## src/rtl/i2c_pkg.sv

```systemverilog
// Shared types and constants for the i2c_sensor_responder slice: state encoding,
// register pointers, ACK levels and the write/read byte-index step.
package i2c_pkg;

  typedef enum logic [2:0] {
    IDLE,
    ADDR,
    ADDR_ACK,
    WR_BYTE,
    WR_ACK,
    RD_BYTE,
    RD_ACK
  } state_t;

  localparam logic [7:0] PTR_DATA = 8'h00;
  localparam logic [7:0] PTR_CFG  = 8'h01;

  localparam logic ACK  = 1'b0;
  localparam logic NACK = 1'b1;

  // Byte index saturates near 255 but keeps alternating parity, so MSB/LSB pairing survives.
  function automatic logic [7:0] next_idx(input logic [7:0] idx);
    return (idx == 8'hFF) ? 8'hFE : idx + 8'd1;
  endfunction

endpackage

```

## src/rtl/i2c_bus_sync.sv

```systemverilog
// SCL/SDA conditioning: 2-FF synchronizers, optional 3-sample majority filter
// (I2C_GLITCH_FILTER_EN), and single-cycle edge / START / STOP strobes.
module i2c_bus_sync (
  input  logic clk,
  input  logic rst,
  input  logic scl_in,
  input  logic sda_in,
  output logic sda,
  output logic scl_rise,
  output logic scl_fall,
  output logic start_det,
  output logic stop_det
);

  logic [1:0] scl_sync;
  logic [1:0] sda_sync;
  logic       scl_lvl;
  logic       sda_lvl;
  logic       scl_hist;
  logic       sda_hist;

  // NOTE: synchronizers reset to 1 (idle bus level) so reset release never fakes an edge.
  always_ff @(posedge clk or negedge rst) begin
    if (!rst) begin
      scl_sync <= 2'b11;
      sda_sync <= 2'b11;
    end else begin
      scl_sync <= {scl_sync[0], scl_in};
      sda_sync <= {sda_sync[0], sda_in};
    end
  end

`ifdef I2C_GLITCH_FILTER_EN
  logic [1:0] scl_win;
  logic [1:0] sda_win;
  logic       scl_filt;
  logic       sda_filt;

  function automatic logic maj3(input logic [2:0] s);
    return (s[0] & s[1]) | (s[0] & s[2]) | (s[1] & s[2]);
  endfunction

  always_ff @(posedge clk or negedge rst) begin
    if (!rst) begin
      scl_win  <= 2'b11;
      sda_win  <= 2'b11;
      scl_filt <= 1'b1;
      sda_filt <= 1'b1;
    end else begin
      scl_win  <= {scl_win[0], scl_sync[1]};
      sda_win  <= {sda_win[0], sda_sync[1]};
      scl_filt <= maj3({scl_win, scl_sync[1]});
      sda_filt <= maj3({sda_win, sda_sync[1]});
    end
  end

  assign scl_lvl = scl_filt;
  assign sda_lvl = sda_filt;
`else
  assign scl_lvl = scl_sync[1];
  assign sda_lvl = sda_sync[1];
`endif

  always_ff @(posedge clk or negedge rst) begin
    if (!rst) begin
      scl_hist <= 1'b1;
      sda_hist <= 1'b1;
    end else begin
      scl_hist <= scl_lvl;
      sda_hist <= sda_lvl;
    end
  end

  assign sda       = sda_lvl;
  assign scl_rise  = scl_lvl & ~scl_hist;
  assign scl_fall  = ~scl_lvl & scl_hist;
  // SCL must be high on both samples so an SDA change right after an SCL edge is not a condition.
  assign start_det = scl_lvl & scl_hist & ~sda_lvl & sda_hist;
  assign stop_det  = scl_lvl & scl_hist & sda_lvl & ~sda_hist;

endmodule

```

## src/rtl/i2c_sensor_responder.sv

```systemverilog
// I2C target standing in for a sensor: register 0 = live sensor word, register 1 = config.
// Build option I2C_GLITCH_FILTER_EN adds a majority glitch filter on SCL/SDA.
module i2c_sensor_responder #(
  parameter logic [6:0]        ADDR    = 7'h48,
  parameter int                DATA_W  = 16,
  parameter logic [DATA_W-1:0] CFG_RST = 16'h60A0
) (
  input  logic              clk,
  input  logic              rst,
  input  logic              scl_in,
  input  logic              sda_in,
  output logic              sda_oe,
  input  logic [DATA_W-1:0] sensor_data,
  output logic [DATA_W-1:0] cfg_reg,
  output logic [7:0]        reg_ptr,
  output logic              busy,
  output logic              rd_done,
  output logic              wr_done
);

  // Imported after the ADDR parameter; the address state is always named i2c_pkg::ADDR.
  import i2c_pkg::*;

  logic sda;
  logic scl_rise;
  logic scl_fall;
  logic start_det;
  logic stop_det;

  i2c_bus_sync u_sync (
    .clk       (clk),
    .rst       (rst),
    .scl_in    (scl_in),
    .sda_in    (sda_in),
    .sda       (sda),
    .scl_rise  (scl_rise),
    .scl_fall  (scl_fall),
    .start_det (start_det),
    .stop_det  (stop_det)
  );

  state_t            state;
  logic [2:0]        bit_cnt;
  logic [7:0]        shift_reg;
  logic [7:0]        byte_idx;
  logic [7:0]        msb_hold;
  logic [DATA_W-1:0] snapshot;
  logic [DATA_W-1:0] sel_word;
  logic [7:0]        cur_byte;

  // NOTE: every always_comb output gets a default first, so no path can infer a latch.
  always_comb begin
    sel_word = '0;
    if (reg_ptr == PTR_DATA)     sel_word = sensor_data;
    else if (reg_ptr == PTR_CFG) sel_word = cfg_reg;
    cur_byte = byte_idx[0] ? snapshot[7:0] : snapshot[15:8];
  end

  // NOTE: sequential state uses <= so every flop sees pre-edge values regardless of statement order.
  always_ff @(posedge clk or negedge rst) begin
    if (!rst) begin
      state     <= IDLE;
      bit_cnt   <= 3'd0;
      shift_reg <= 8'h00;
      byte_idx  <= 8'h00;
      msb_hold  <= 8'h00;
      snapshot  <= '0;
      sda_oe    <= 1'b0;
      cfg_reg   <= CFG_RST;
      reg_ptr   <= PTR_DATA;
      busy      <= 1'b0;
      rd_done   <= 1'b0;
      wr_done   <= 1'b0;
    end else begin
      rd_done <= 1'b0;
      wr_done <= 1'b0;
      if (start_det) begin
        state   <= i2c_pkg::ADDR;
        bit_cnt <= 3'd0;
        sda_oe  <= 1'b0;
      end else if (stop_det) begin
        state  <= IDLE;
        sda_oe <= 1'b0;
        busy   <= 1'b0;
      end else begin
        case (state)
          IDLE: sda_oe <= 1'b0;

          i2c_pkg::ADDR: begin
            if (scl_rise) begin
              shift_reg <= {shift_reg[6:0], sda};
              bit_cnt   <= bit_cnt + 3'd1;
              if (bit_cnt == 3'd7) begin
                if (shift_reg[6:0] == ADDR) begin
                  state <= ADDR_ACK;
                  busy  <= 1'b1;
                end else begin
                  state <= IDLE;
                  busy  <= 1'b0;
                end
              end
            end
          end

          // First SCL fall asserts ACK, the second ends it and starts the data phase.
          ADDR_ACK: begin
            if (scl_fall) begin
              if (!sda_oe) begin
                sda_oe <= 1'b1;
              end else begin
                byte_idx <= 8'h00;
                bit_cnt  <= 3'd0;
                if (shift_reg[0]) begin
                  snapshot <= sel_word;
                  sda_oe   <= ~sel_word[15];
                  state    <= RD_BYTE;
                end else begin
                  sda_oe <= 1'b0;
                  state  <= WR_BYTE;
                end
              end
            end
          end

          WR_BYTE: begin
            if (scl_rise) begin
              shift_reg <= {shift_reg[6:0], sda};
              bit_cnt   <= bit_cnt + 3'd1;
              if (bit_cnt == 3'd7) state <= WR_ACK;
            end
          end

          WR_ACK: begin
            if (scl_fall) begin
              if (!sda_oe) begin
                sda_oe <= 1'b1;
                if (byte_idx == 8'h00) begin
                  reg_ptr <= shift_reg;
                end else if (reg_ptr == PTR_CFG) begin
                  if (byte_idx[0]) begin
                    msb_hold <= shift_reg;
                  end else begin
                    cfg_reg <= {msb_hold, shift_reg};
                    wr_done <= 1'b1;
                  end
                end
              end else begin
                sda_oe   <= 1'b0;
                byte_idx <= next_idx(byte_idx);
                state    <= WR_BYTE;
              end
            end
          end

          // bit_cnt counts SCL rises, so on each fall it already points at the next bit to drive.
          RD_BYTE: begin
            if (scl_rise) begin
              bit_cnt <= bit_cnt + 3'd1;
              if (bit_cnt == 3'd7) state <= RD_ACK;
            end else if (scl_fall) begin
              sda_oe <= ~cur_byte[3'd7 - bit_cnt];
            end
          end

          RD_ACK: begin
            if (scl_fall) begin
              sda_oe <= 1'b0;
            end else if (scl_rise) begin
              rd_done <= 1'b1;
              if (sda == ACK) begin
                byte_idx <= next_idx(byte_idx);
                state    <= RD_BYTE;
              end else begin
                state <= IDLE;
                busy  <= 1'b0;
              end
            end
          end

          default: begin
            state  <= IDLE;
            sda_oe <= 1'b0;
          end
        endcase
      end
    end
  end

endmodule

```

## config.mk

```make
export PLATFORM = sky130hd
export DESIGN_NAME = i2c_sensor_responder
export DESIGN_NICKNAME = d
export VERILOG_FILES = /design/src/rtl/i2c_pkg.sv /design/src/rtl/i2c_bus_sync.sv /design/src/rtl/i2c_sensor_responder.sv
export SDC_FILE = /design/constraint.sdc
export NUM_CORES = 1
export LEC_CHECK = 0
export ABC_AREA = 1
export BUFFER_PORTS_ARGS = -buffer_cell sky130_fd_sc_hd__buf_2
export CORE_ASPECT_RATIO = 1.75
export CORE_MARGIN = 2
export CORE_UTILIZATION = 45
export CTS_CLUSTER_DIAMETER = 60
export CTS_CLUSTER_SIZE = 25
export DETAILED_ROUTE_END_ITERATION = 12
export PLACE_DENSITY = 0.78
export SYNTH_ARGS = -nofsm -noshare
export SYNTH_HDL_FRONTEND = slang
export SYNTH_HIERARCHICAL = 1
export SYNTH_SLANG_ARGS = --single-unit
```

## constraint.sdc

```tcl
create_clock -name clk -period 1.9 [get_ports clk]
set_input_delay 0.095 -clock clk [delete_from_list [all_inputs] [get_ports clk]]
set_output_delay 0.095 -clock clk [all_outputs]
set_load 0.05 [all_outputs]
```

* Word level (Yosys, flattened, before mapping)
Index checks and enable logic that the tools add are counted.
** Cells by class
- Reductions and logical operators :: 18
- Add/sub/neg operators :: 3
- Muxes and demuxes :: 70
- Bitwise operators :: 18
- Equality and inequality tests :: 43
- $lt $le $gt $ge :: 1
** Operators with widths (count)
- two-way mux 8 bit :: 9
- two-way mux 3 bit :: 21
- != test 4 bit, second input constant :: 15
- two-way mux 16 bit :: 2
- two-way mux 1 bit :: 31
- one-hot mux 8 bit (3 select lines) :: 1
- != test 3 bit, second input constant :: 7
- one-hot mux 3 bit (7 select lines) :: 1
- AND reduction 6 bit :: 3
- logical NOT 8 bit :: 2
- != test 2 bit, second input constant :: 8
- AND reduction 8 bit :: 2
- AND reduction 13 bit :: 1
- == test 3 bit, second input constant :: 4
- inverter 1 bit :: 11
- AND reduction 10 bit :: 1
- nonzero test 3 bit :: 3
- adder 8 x 1 -> 8 bit, second input constant :: 1
- == test 8 x 1 -> 1 bit, second input constant :: 1
- == test 8 bit, second input constant :: 1
- AND 1 bit :: 7
- == test 7 bit, second input constant :: 1
- AND reduction 7 bit :: 1
- == test 3 x 2 -> 1 bit, second input constant :: 2
- other kinds (16) :: 17
** Word-level totals
- Input port bits :: 20
- Register bits :: 80

* Depth between registers and ports, before layout
Gate-level depths: netlist of the first run.
- Depth after elaboration :: 10
- Mapped depth :: 12

* Hierarchy
The synthesis of the first run kept the hierarchy.
** By module, submodules not included
- i2c_sensor_responder :: area each 3808.7 um^2, times used 1, seq. area each 1856.8 um^2, cells each 486
- i2c_bus_sync :: area each 198.9 um^2, times used 1, seq. area each 157.7 um^2, cells each 17

* Worst setup path before layout of the first run
No wires, ideal clock.
- Kind :: register to register
- Start :: reg u_sync.sda_sync[1]
- End :: reg cfg_reg[10]
- Data required time :: 1.781 ns
- Path buffers :: 1
- Data arrival time :: 1.737 ns
- Path slack :: 0.043 ns
- Library setup time :: 0.119 ns
- Stages on the path, launching flop included :: 13
- Cells stage by stage :: dfstp_2 -> inv_1 -> nand2_1 -> nor2_1 -> nor2_4 -> inv_2 -> nor3_4 -> nand2_2 -> nor2_4 -> nand2_4 -> buf_6 -> nand2_1 -> nand2_1
** Between the ends
- Longest elaborated chain between the ends :: 5
** RTL lines
- from (decl) :: RTL line i2c_bus_sync.sv:16 : logic [1:0] sda_sync;
- from (signal assigned) :: RTL line i2c_bus_sync.sv:29 : sda_sync <= {sda_sync[0], sda_in};
- inverter 1 bit :: RTL line i2c_bus_sync.sv:78 : assign start_det = scl_lvl & scl_hist & ~sda_lvl & sda_hist;
- AND 1 bit (2 in series) :: RTL line i2c_bus_sync.sv:78
- named net start_det :: RTL line i2c_sensor_responder.sv:27 : logic start_det;
- inverter 1 bit (no line)
- AND reduction 8 bit (no line)
- to (signal assigned) :: RTL line i2c_sensor_responder.sv:143 : cfg_reg <= {msb_hold, shift_reg};
- to (decl) :: RTL line i2c_sensor_responder.sv:14 : output logic [DATA_W-1:0] cfg_reg,
The timed path passes the listed nets, and every way through them passes these cells.
A chain may end at the register's enable or synchronous reset.

* Worst setup path in the final report of the first run
- Start :: reg u_sync.sda_hist
- End :: reg cfg_reg[12]
** Between the ends
- Longest elaborated chain between the ends :: 4
** RTL lines
- from (decl) :: RTL line i2c_bus_sync.sv:20 : logic sda_hist;
- from (signal assigned) :: RTL line i2c_bus_sync.sv:70 : sda_hist <= sda_lvl;
- inverter 1 bit :: RTL line i2c_bus_sync.sv:79 : assign stop_det = scl_lvl & scl_hist & sda_lvl & ~sda_hist;
- AND 1 bit :: RTL line i2c_bus_sync.sv:79
- named net stop_det :: RTL line i2c_sensor_responder.sv:28 : logic stop_det;
- inverter 1 bit (no line)
- AND reduction 8 bit (no line)
The timed path passes the listed nets, and every way through them passes these cells.

==> metrics.cfg, run 1 <==
[cells_and_area]
n_antenna_cell = 0
drive_gt1_share_pct = 24.58
areaGrowthSynthToFinish_pct = 26.19
final_core_util_pct = 58.33
fillers = 787
final_cells = 707
fin_nets = 609

[critical_path]
path_class = register to register
worstSetupStartpoint = u_sync/sda_hist
worstSetupStartpointType = register
reg2reg_from = u_sync/sda_hist
crit_path_end_kind = register
arrival_ns = 2.19
cp.required_ns = 2.18
path_max_fanout = 5

[routing]
drtPass1Iterations = 5
drc = 0
wire_per_inst_um = 15.10
drt.antenna.violating_nets = 0
vias = 3789
first_iter_violations = 212
viasPerCell = 5.359
wl_um = 10680

[global_routing]
grt_pass1_vias = 3621
antenna_found_initial = 0
grt_max_degree = 58
grt_pass1_wl_um = 16880
grt_remaining_overflow = 0
grt_use_total_pct = 23.04

[synthesis]
avgSynthCellArea_sq_um = 7.967
synth_edf_count = 0
yosysSeqAreaShare_pct = 50.27
synth.cell_area_sq_um = 4008
synth_cells = 503
syn_nets = 527
yosys-top-cells-count = nand2_1 (146), dfrtp_1 (70), nand3_1 (68)
dominantRegCellSynth = dfrtp_1
ys_top_cells_by_area = dfrtp_1 (44%), nand2_1 (14%), nand3_1 (8.5%)
ys_warn_count = 6
yosysTopAreaCell = dfrtp_1
ys_async_sr_fraction_pct = 100.0
ys_ff_latch = 80
synth.distinct_cells = 33
synth_top_area_share_pct = 43.71
synth_most_common_cell = nand2_1

[clock_tree]
htreeDepth = 3
cts_buffers = 9
clk-insertion-delay-late_ns = 0.34
path_clk_slew_ns = 0.06
cts_sinks = 80
tritoncts = yes
root_buffer = clkbuf_16
ctsLongestPathBuffers = 2

[timing]
relSlewSlack_pct = 68.33
worst_slack_ns = -0.01306
fmaxAchievable_mhz = 522.7
tightest_slew_ns = 0.4739
finalMaxSlewViolations = 0
grt_setup_unrepaired = true
fin_setup_tns_ns = -0.01380
finClkSkew_ns = 0.01112
setup_viol = 2
finalCritPeriodShare_pct = 100.7
hold_viol = 0
min_period_ns = 1.913

[flow_run]
max-cap-violations = 0

[place]
gp_congestion = 0.9301
dp.cells = 671
io_buffers = 47
hpwlAfterDp_um = 7583

[hold_path]
min_from = sensor_data[8]
hp-class = input port to register

[floorplanning]
io-pin-count = 48
die_w_um = 75.34
start_util_pct = 46.22
die_area_sq_um = 9706
die_h_um = 128.8
core-area_sq_um = 8671
rows = 45

[outcome]
violations = negative setup slack
status = finished, violations left

[power]
p_leak_nw = 2.578
powerDensity_nw_per_um2 = 774.7
ir_drop_mv = 0.5971

==> path summary, 6_finish.rpt <==
| path | end | cells past startpoint | slack, ns |
|---|---|---|---|
| worst max-delay path | cfg_reg[12] | 12 | -0.01 |
| worst min-delay path | snapshot[8] | 3 | 0.01 |
| worst max register to register | cfg_reg[12] | 12 | -0.01 |
| worst min register to register | u_sync/sda_sync[1] | 0 | 0.36 |
| max in group asynchronous | cfg_reg[13] | 3 | 1.06 |
| min in group asynchronous | state[1] | 2 | 0.19 |
==> placed cells by master (no fill, tap or decap), types with 16 or more instances in the layout <==
master,n
nand2_1,140
dfrtp_1,70
nand3_1,66
buf_2,46
inv_1,44
nor2_1,35
buf_4,29
o21ai_1,22
o21ai_0,18
a31oi_1,16
==> critical path, stage by stage (launching register included) <==
cell and delay, ns:
dfstp_2 0.54, inv_2 0.03, nand2_2 0.06, nor2_4 0.04
nor2_4 0.13, inv_4 0.05, nor3_4 0.22, nand2_2 0.09
nor2_4 0.23, buf_6 0.16, buf_4 0.13, nand3_1 0.06
nand2_1 0.10
==> cell type report <==
class	count	area, sq um	area share, %
well taps	117	146.4	2.895
multi-input cells	353	1763	34.86
clock buffers	12	256.5	5.072
repair buffers	85	586.8	11.60
clock inverters	4	77.57	1.534
inverters	56	212.7	4.206
flip-flops and latches	80	2014	39.83
==> metal layers <==
layer  global-route usage [%]  wire (um)
met1                    26.93       4039
met2                    38.26       5691
met3                    4.385        466
met4                    13.42        480
met5                        0          0
==> logic make-up after synthesis <==
| logic type | share of synthesized area, % |
|---|---|
| AND/OR/NAND/NOR | 31.88 |
| adder cells (fa/ha/maj) | 1.249 |
| flip-flops | 50.27 |
| AO/OA/AOI/OAI | 9.429 |
| buffers and inverters | 7.181 |
==> power by group <==
part / internal [mW] / total [mW] / switching [mW] / leakage [nW]
clock network: 1.23 / 1.92 / 0.688 / 0.163
registers: 1.73 / 1.78 / 0.0485 / 0.998
logic: 0.0794 / 0.220 / 0.140 / 1.42
total: 3.04 / 3.92 / 0.877 / 2.58
==> metrics by stage <==
stage | total power [mW] | hold slack [ns] | cell area, sq um | setup slack, ns
after floorplan | 1.891 | -0.2006 | 4008 | 0.04347
after global placement | 2.000 | 0.01881 | 4487 | 0.1115
after detailed placement | 2.005 | 0.02253 | 4487 | 0.02929
after CTS | 3.916 | 0.01116 | 4851 | 0.02402
after global routing | 4.038 | 0.02108 | 5057 | -0.1054
final | 3.918 | 0.01280 | 5057 | -0.01306
==> timing repair <==
action	4_1_cts	5_1_grt
pin swaps	1	14
hold endpoints to repair	25	0
resized for setup	0	25
setup buffers	0	16
cloned	0	1
hold buffers	3	0
setup endpoints to repair	1	33
(Power assumes the default switching activity.)
==> inputs of run 2 (changes only) <==
--- a/config.mk
+++ b/config.mk
@@ -7,7 +7,7 @@
 export LEC_CHECK = 0
 export ABC_AREA = 1
 export BUFFER_PORTS_ARGS = -buffer_cell sky130_fd_sc_hd__buf_2
-export CORE_ASPECT_RATIO = 1.75
+export CORE_ASPECT_RATIO = 0.9
 export CORE_MARGIN = 2
 export CORE_UTILIZATION = 45
 export CTS_CLUSTER_DIAMETER = 60
==> run 2 against run 1 <==
The flow now finishes without violations; final area shrank 2.7%; sequential power is essentially flat; global-route usage shrank 1.3 points; first-iteration DRC count grew 32%; die area shrank 0.29%; combinational power shrank 4%; register-to-register slack gained 0.07 ns; total power shrank 14%; count of clock-buffer cells in the layout shrank 2; largest power group is now sequential cells.
==> metrics.cfg, run 2 (synthesis results as in run 1) <==
[outcome]
status = finished clean

[clock_tree]
root_buffer = clkbuf_8
path_clk_slew_ns = 0.08
cts_sinks = 80
clk-insertion-delay-late_ns = 0.35
ctsLongestPathBuffers = 2
htreeDepth = 3
cts_buffers = 9
tritoncts = yes

[cells_and_area]
fin_nets = 601
areaGrowthSynthToFinish_pct = 22.82
fillers = 764
final_cell_mix = nand2_1 (143), dfrtp_1 (70), nand3_1 (62)
final_common_cell = nand2_1
drive_gt1_share_pct = 22.85
n_antenna_cell = 0

[power]
total_power_mw = 3.376
ir_drop_mv = 0.5774
p_clk_share_pct = 41.1
p_leak_nw = 2.487
power_frac_seq_pct = 52.6
swShare_pct = 24.20
combPwrFrac_pct = 6.3
power_switching_uw = 816.9
internal-power_mw = 2.559
powerDensity_nw_per_um2 = 685.8

[global_routing]
grt_pass1_wl_um = 16470
antenna_found_initial = 0
grt_use_total_pct = 21.76
grt_max_degree = 46
grt_remaining_overflow = 0
grt_pass1_vias = 3523

[critical_path]
reg2reg_to = cfg_reg[4]
path_max_fanout = 8
r2r_cells = 12
worstSetupStartpoint = u_sync/sda_hist
worstSetupStartpointType = register
path_class = register to register
reg2reg_slack_ns = 0.06
cp.required_ns = 2.19
arrival_ns = 2.13
reg2reg_from = u_sync/sda_hist
crit_path_end_kind = register

[routing]
dr_wl_met2_um = 4754
wl_um = 9961
wire_per_inst_um = 14.21
routed.top_layer = met4
drt.antenna.violating_nets = 0
drc = 0
first_iter_violations = 280
wl_met3_um = 655
drtPass1Iterations = 5
vias = 3722
viasPerCell = 5.310
met1_length_um = 4360

[timing]
finClkSkew_ns = 0.008097
setup_viol = 0
finalMaxSlewViolations = 0
holdWs_ns = 0.01274
relSlewSlack_pct = 67.07
worst_slack_ns = 0.05628
finalCritPeriodShare_pct = 97.04
min_period_ns = 1.844
hold_viol = 0
grt_setup_unrepaired = true
tightest_slew_ns = 0.4939
fmaxAchievable_mhz = 542.4

[place]
io_buffers = 47
hpwlAfterDp_um = 6909
place_ws_ns = 0.06448
gp_congestion = 1.012

[hold_path]
hp-class = input port to register
hold_depth = 3
hold-path-endpoint = snapshot[0]
min_from = sensor_data[0]

[floorplanning]
core-area_sq_um = 8608
io-pin-count = 48
start_util_pct = 46.56
die_w_um = 103.5
die_area_sq_um = 9678
rows = 32
die_h_um = 93.53

[flow_run]
max-cap-violations = 0

## run 2: how the worst max path moves through the flow
stage / to / slack, ns / depth (start not counted)
floorplan: cfg_reg[10] / 0.04 / 12
global placement: cfg_reg[3] / 0.14 / 11
detailed placement: cfg_reg[0] / 0.06 / 11
CTS: cfg_reg[12] / 0.03 / 11
global route: cfg_reg[4] / -0.04 / 12
finish: cfg_reg[4] / 0.06 / 12
## run 2: area by class of cell
| type | count | area, sq um | area share (%) |
|---|---|---|---|
| inverters | 56 | 212.7 | 4.321 |
| clock inverters | 6 | 90.09 | 1.830 |
| multi-input cells | 354 | 1778 | 36.12 |
| repair buffers | 76 | 550.5 | 11.18 |
| flip-flops and latches | 80 | 2014 | 40.93 |
| clock buffers | 10 | 127.6 | 2.593 |
| well taps | 119 | 148.9 | 3.025 |
## run 2: worst max-delay path, stage by stage, from the launching register on
cell and delay, ns:
dfstp_2 0.55, inv_2 0.04, nand2_2 0.07, nor2_4 0.05
nor2_4 0.14, inv_4 0.06, nor3_4 0.20, nand2_2 0.10
nor2_4 0.10, buf_12 0.14, clkbuf_16 0.15, nand3_1 0.07
nand2_1 0.10
## run 2: layer usage
metal  global-route usage (%)  up-vias
met1                    30.72     1775
met5                        0        -
li1                         -     1796
met4                    8.114        0
met3                    4.484       20
met2                    32.90      131
## run 2: power by group through the flow
stage	registers (mW)	clock network, mW	logic [mW]
floorplan	1.79	0	0.101
finish	1.78	1.39	0.212
detailed placement	1.80	0	0.187
global placement	1.80	0	0.184
global route	1.78	1.48	0.243
CTS	1.77	1.41	0.201
## run 2: repair_timing
item                                   in CTS  in global routing
endpoints found under the hold margin      34                  0
hold buffers                                8                  0
setup endpoints to repair                   0                 35
resized for setup                           0                 20
setup buffers                               0                  5
## run 2: per-stage QoR
step,setup TNS (ns),util (%),area [sq um],instances
2_1_floorplan,0,-,4008,503
3_5_place_dp,0,51.89,4467,670
3_3_place_gp,0,51.89,4467,670
6_report,0,57.18,4922,701
5_1_grt,-0.3713,57.18,4922,701
4_1_cts,0,55.35,4765,694
==> inputs of run 3 (changes only) <==
--- a/config.mk
+++ b/config.mk
@@ -14,6 +14,7 @@
 export CTS_CLUSTER_SIZE = 25
 export DETAILED_ROUTE_END_ITERATION = 12
 export PLACE_DENSITY = 0.78
+export SETUP_SLACK_MARGIN = 0.2
 export SYNTH_ARGS = -nofsm -noshare
 export SYNTH_HDL_FRONTEND = slang
 export SYNTH_HIERARCHICAL = 1
==> run 3 against run 2 <==
Critical path depth shrank 4; first-iteration DRC count shrank 9.3%; die area is the same; critical path type unchanged; largest cell class unchanged; largest power group unchanged; highest routed layer unchanged.
==> metrics.cfg, run 3 (synthesis results as in run 1) <==
[routing]
wire_per_inst_um = 14.73
viasPerCell = 5.393
drtPass1Iterations = 5
wl_um = 10560
vias = 3867
first_iter_violations = 254
drt.antenna.violating_nets = 0
drc = 0

[critical_path]
cp.required_ns = 2.19
path_class = register to register
arrival_ns = 2.03
crit_path_end_kind = register
reg2reg_from = state[1]
reg2reg_slack_ns = 0.16
path_max_fanout = 7
r2r_cells = 8
worstSetupStartpoint = state[1]
worstSetupStartpointType = register
reg2reg_to = byte_idx[3]
crit_path_end = byte_idx[3]

[power]
swShare_pct = 23.81
ir_drop_mv = 0.5215
power_switching_uw = 847.2
power_frac_seq_pct = 49.9
powerDensity_nw_per_um2 = 686.2
combPwrFrac_pct = 6.8
p_leak_nw = 2.638
total_power_mw = 3.559
internal-power_mw = 2.712
p_clk_share_pct = 43.3

[floorplanning]
start_util_pct = 46.56
rows = 32
io-pin-count = 48
die_w_um = 103.5
die_h_um = 93.53
die_area_sq_um = 9678
core-area_sq_um = 8608

[clock_tree]
tritoncts = yes
clk-insertion-delay-late_ns = 0.37
cts_buffers = 9
root_buffer = clkbuf_8
htreeDepth = 3
ctsLongestPathBuffers = 2
path_clk_slew_ns = 0.08
cts_sinks = 80

[timing]
fin_setup_tns_ns = 0
relSlewSlack_pct = 60.92
fmaxAchievable_mhz = 573.7
finClkSkew_ns = 0.01232
finalMaxSlewViolations = 0
min_period_ns = 1.743
hold_viol = 0
finalCritPeriodShare_pct = 91.75
grt_setup_unrepaired = true
worst_slack_ns = 0.1568
tightest_slew_ns = 0.5809
setup_viol = 0

[global_routing]
grt_max_degree = 41
grt_pass1_wl_um = 16750
grt_remaining_overflow = 0
antenna_found_initial = 0
grt_pass1_vias = 3538
grt_use_total_pct = 22.33

[place]
io_buffers = 47
hpwlAfterDp_um = 6884
gp_congestion = 0.9024
place_ws_ns = 0.09895

[outcome]
status = finished clean

[cells_and_area]
n_antenna_cell = 0
areaGrowthSynthToFinish_pct = 29.41
drive_gt1_share_pct = 27.09
final_common_cell = nand2_1
final_cell_mix = nand2_1 (130), dfrtp_1 (65), nand3_1 (64)
final_core_util_pct = 60.25
fin_nets = 617

[flow_run]
max-cap-violations = 0

[hold_path]
hp-class = input port to register

[run 3: cell types whose count changed in the layout (fill, tap and decap cells not counted), moves of 3 or more]
cell	delta
nand2_1	-13
nand2_2	+10
buf_4	+7
dlygate4sd3_1	+6
dfrtp_1	-5
dfrtp_2	+5
nand2_4	+3
[run 3: per-stage QoR]
step	hold WS (ns)	cell area, sq um	std cells
after CTS	0.01009	4956	707
after global routing	0.02586	5186	717
after floorplan	-0.2006	4019	503
final	0.02146	5186	717
after detailed placement	0.1128	4473	671
after global placement	0.1121	4473	671
[run 3: worst min-delay path by stage]
stage | startpoint | end | slack, ns | cells past startpoint
floorplan | rst | bit_cnt[0] | -0.20 | 0
global placement | rst | snapshot[9] | 0.11 | 1
detailed placement | rst | snapshot[9] | 0.11 | 1
CTS | sensor_data[6] | snapshot[6] | 0.01 | 3
global route | sensor_data[6] | snapshot[6] | 0.03 | 3
finish | sensor_data[3] | snapshot[3] | 0.02 | 3
[run 3: layout make-up]
cell class,instances,area [sq um]
Clock buffer,10,127.6
Inverter,56,210.2
Timing Repair Buffer,93,744.5
Fill cell,741,3422
Multi-Input combinational cell,353,1818
Tap cell,119,148.9
Sequential cell,80,2021
Clock inverter,6,116.4
[run 3: routing by layer]
metal  vias to the layer above  part of all wire [%]  routed length [um]  track usage (%)
met5                         -                     0                   0                0
met4                         0                   1.9                 198            7.346
met3                        22                   5.8                 615            4.933
li1                       1826                     -                   -                -
met2                       124                    49                5213            34.78
met1                      1895                    43                4532            30.86
[run 3: repair_timing]
item | in CTS | in global routing
resized for setup | 9 | 31
gates cloned | 0 | 3
buffers inserted | 6 | 7
setup endpoints to repair | 36 | 64
hold buffers | 14 | 0
pin swaps | 2 | 17
endpoints found under the hold margin | 46 | 0
[run 3: power groups by stage]
stage | sequential [mW] | combinational (mW) | clock [mW]
after floorplan | 1.79 | 0.101 | 0
after global routing | 1.78 | 0.271 | 1.64
after CTS | 1.77 | 0.226 | 1.56
after global placement | 1.80 | 0.190 | 0
after detailed placement | 1.80 | 0.192 | 0
final | 1.78 | 0.242 | 1.54
[run 3: critical path, stage by stage (launching register included)]
cell and delay, ns:
dfrtp_1 0.50, nor2_2 0.29, nand2_2 0.15, nand2_1 0.16, nand2_1 0.10, nand2_2 0.15, nor2_4 0.07, buf_4 0.15
o21ai_1 0.11
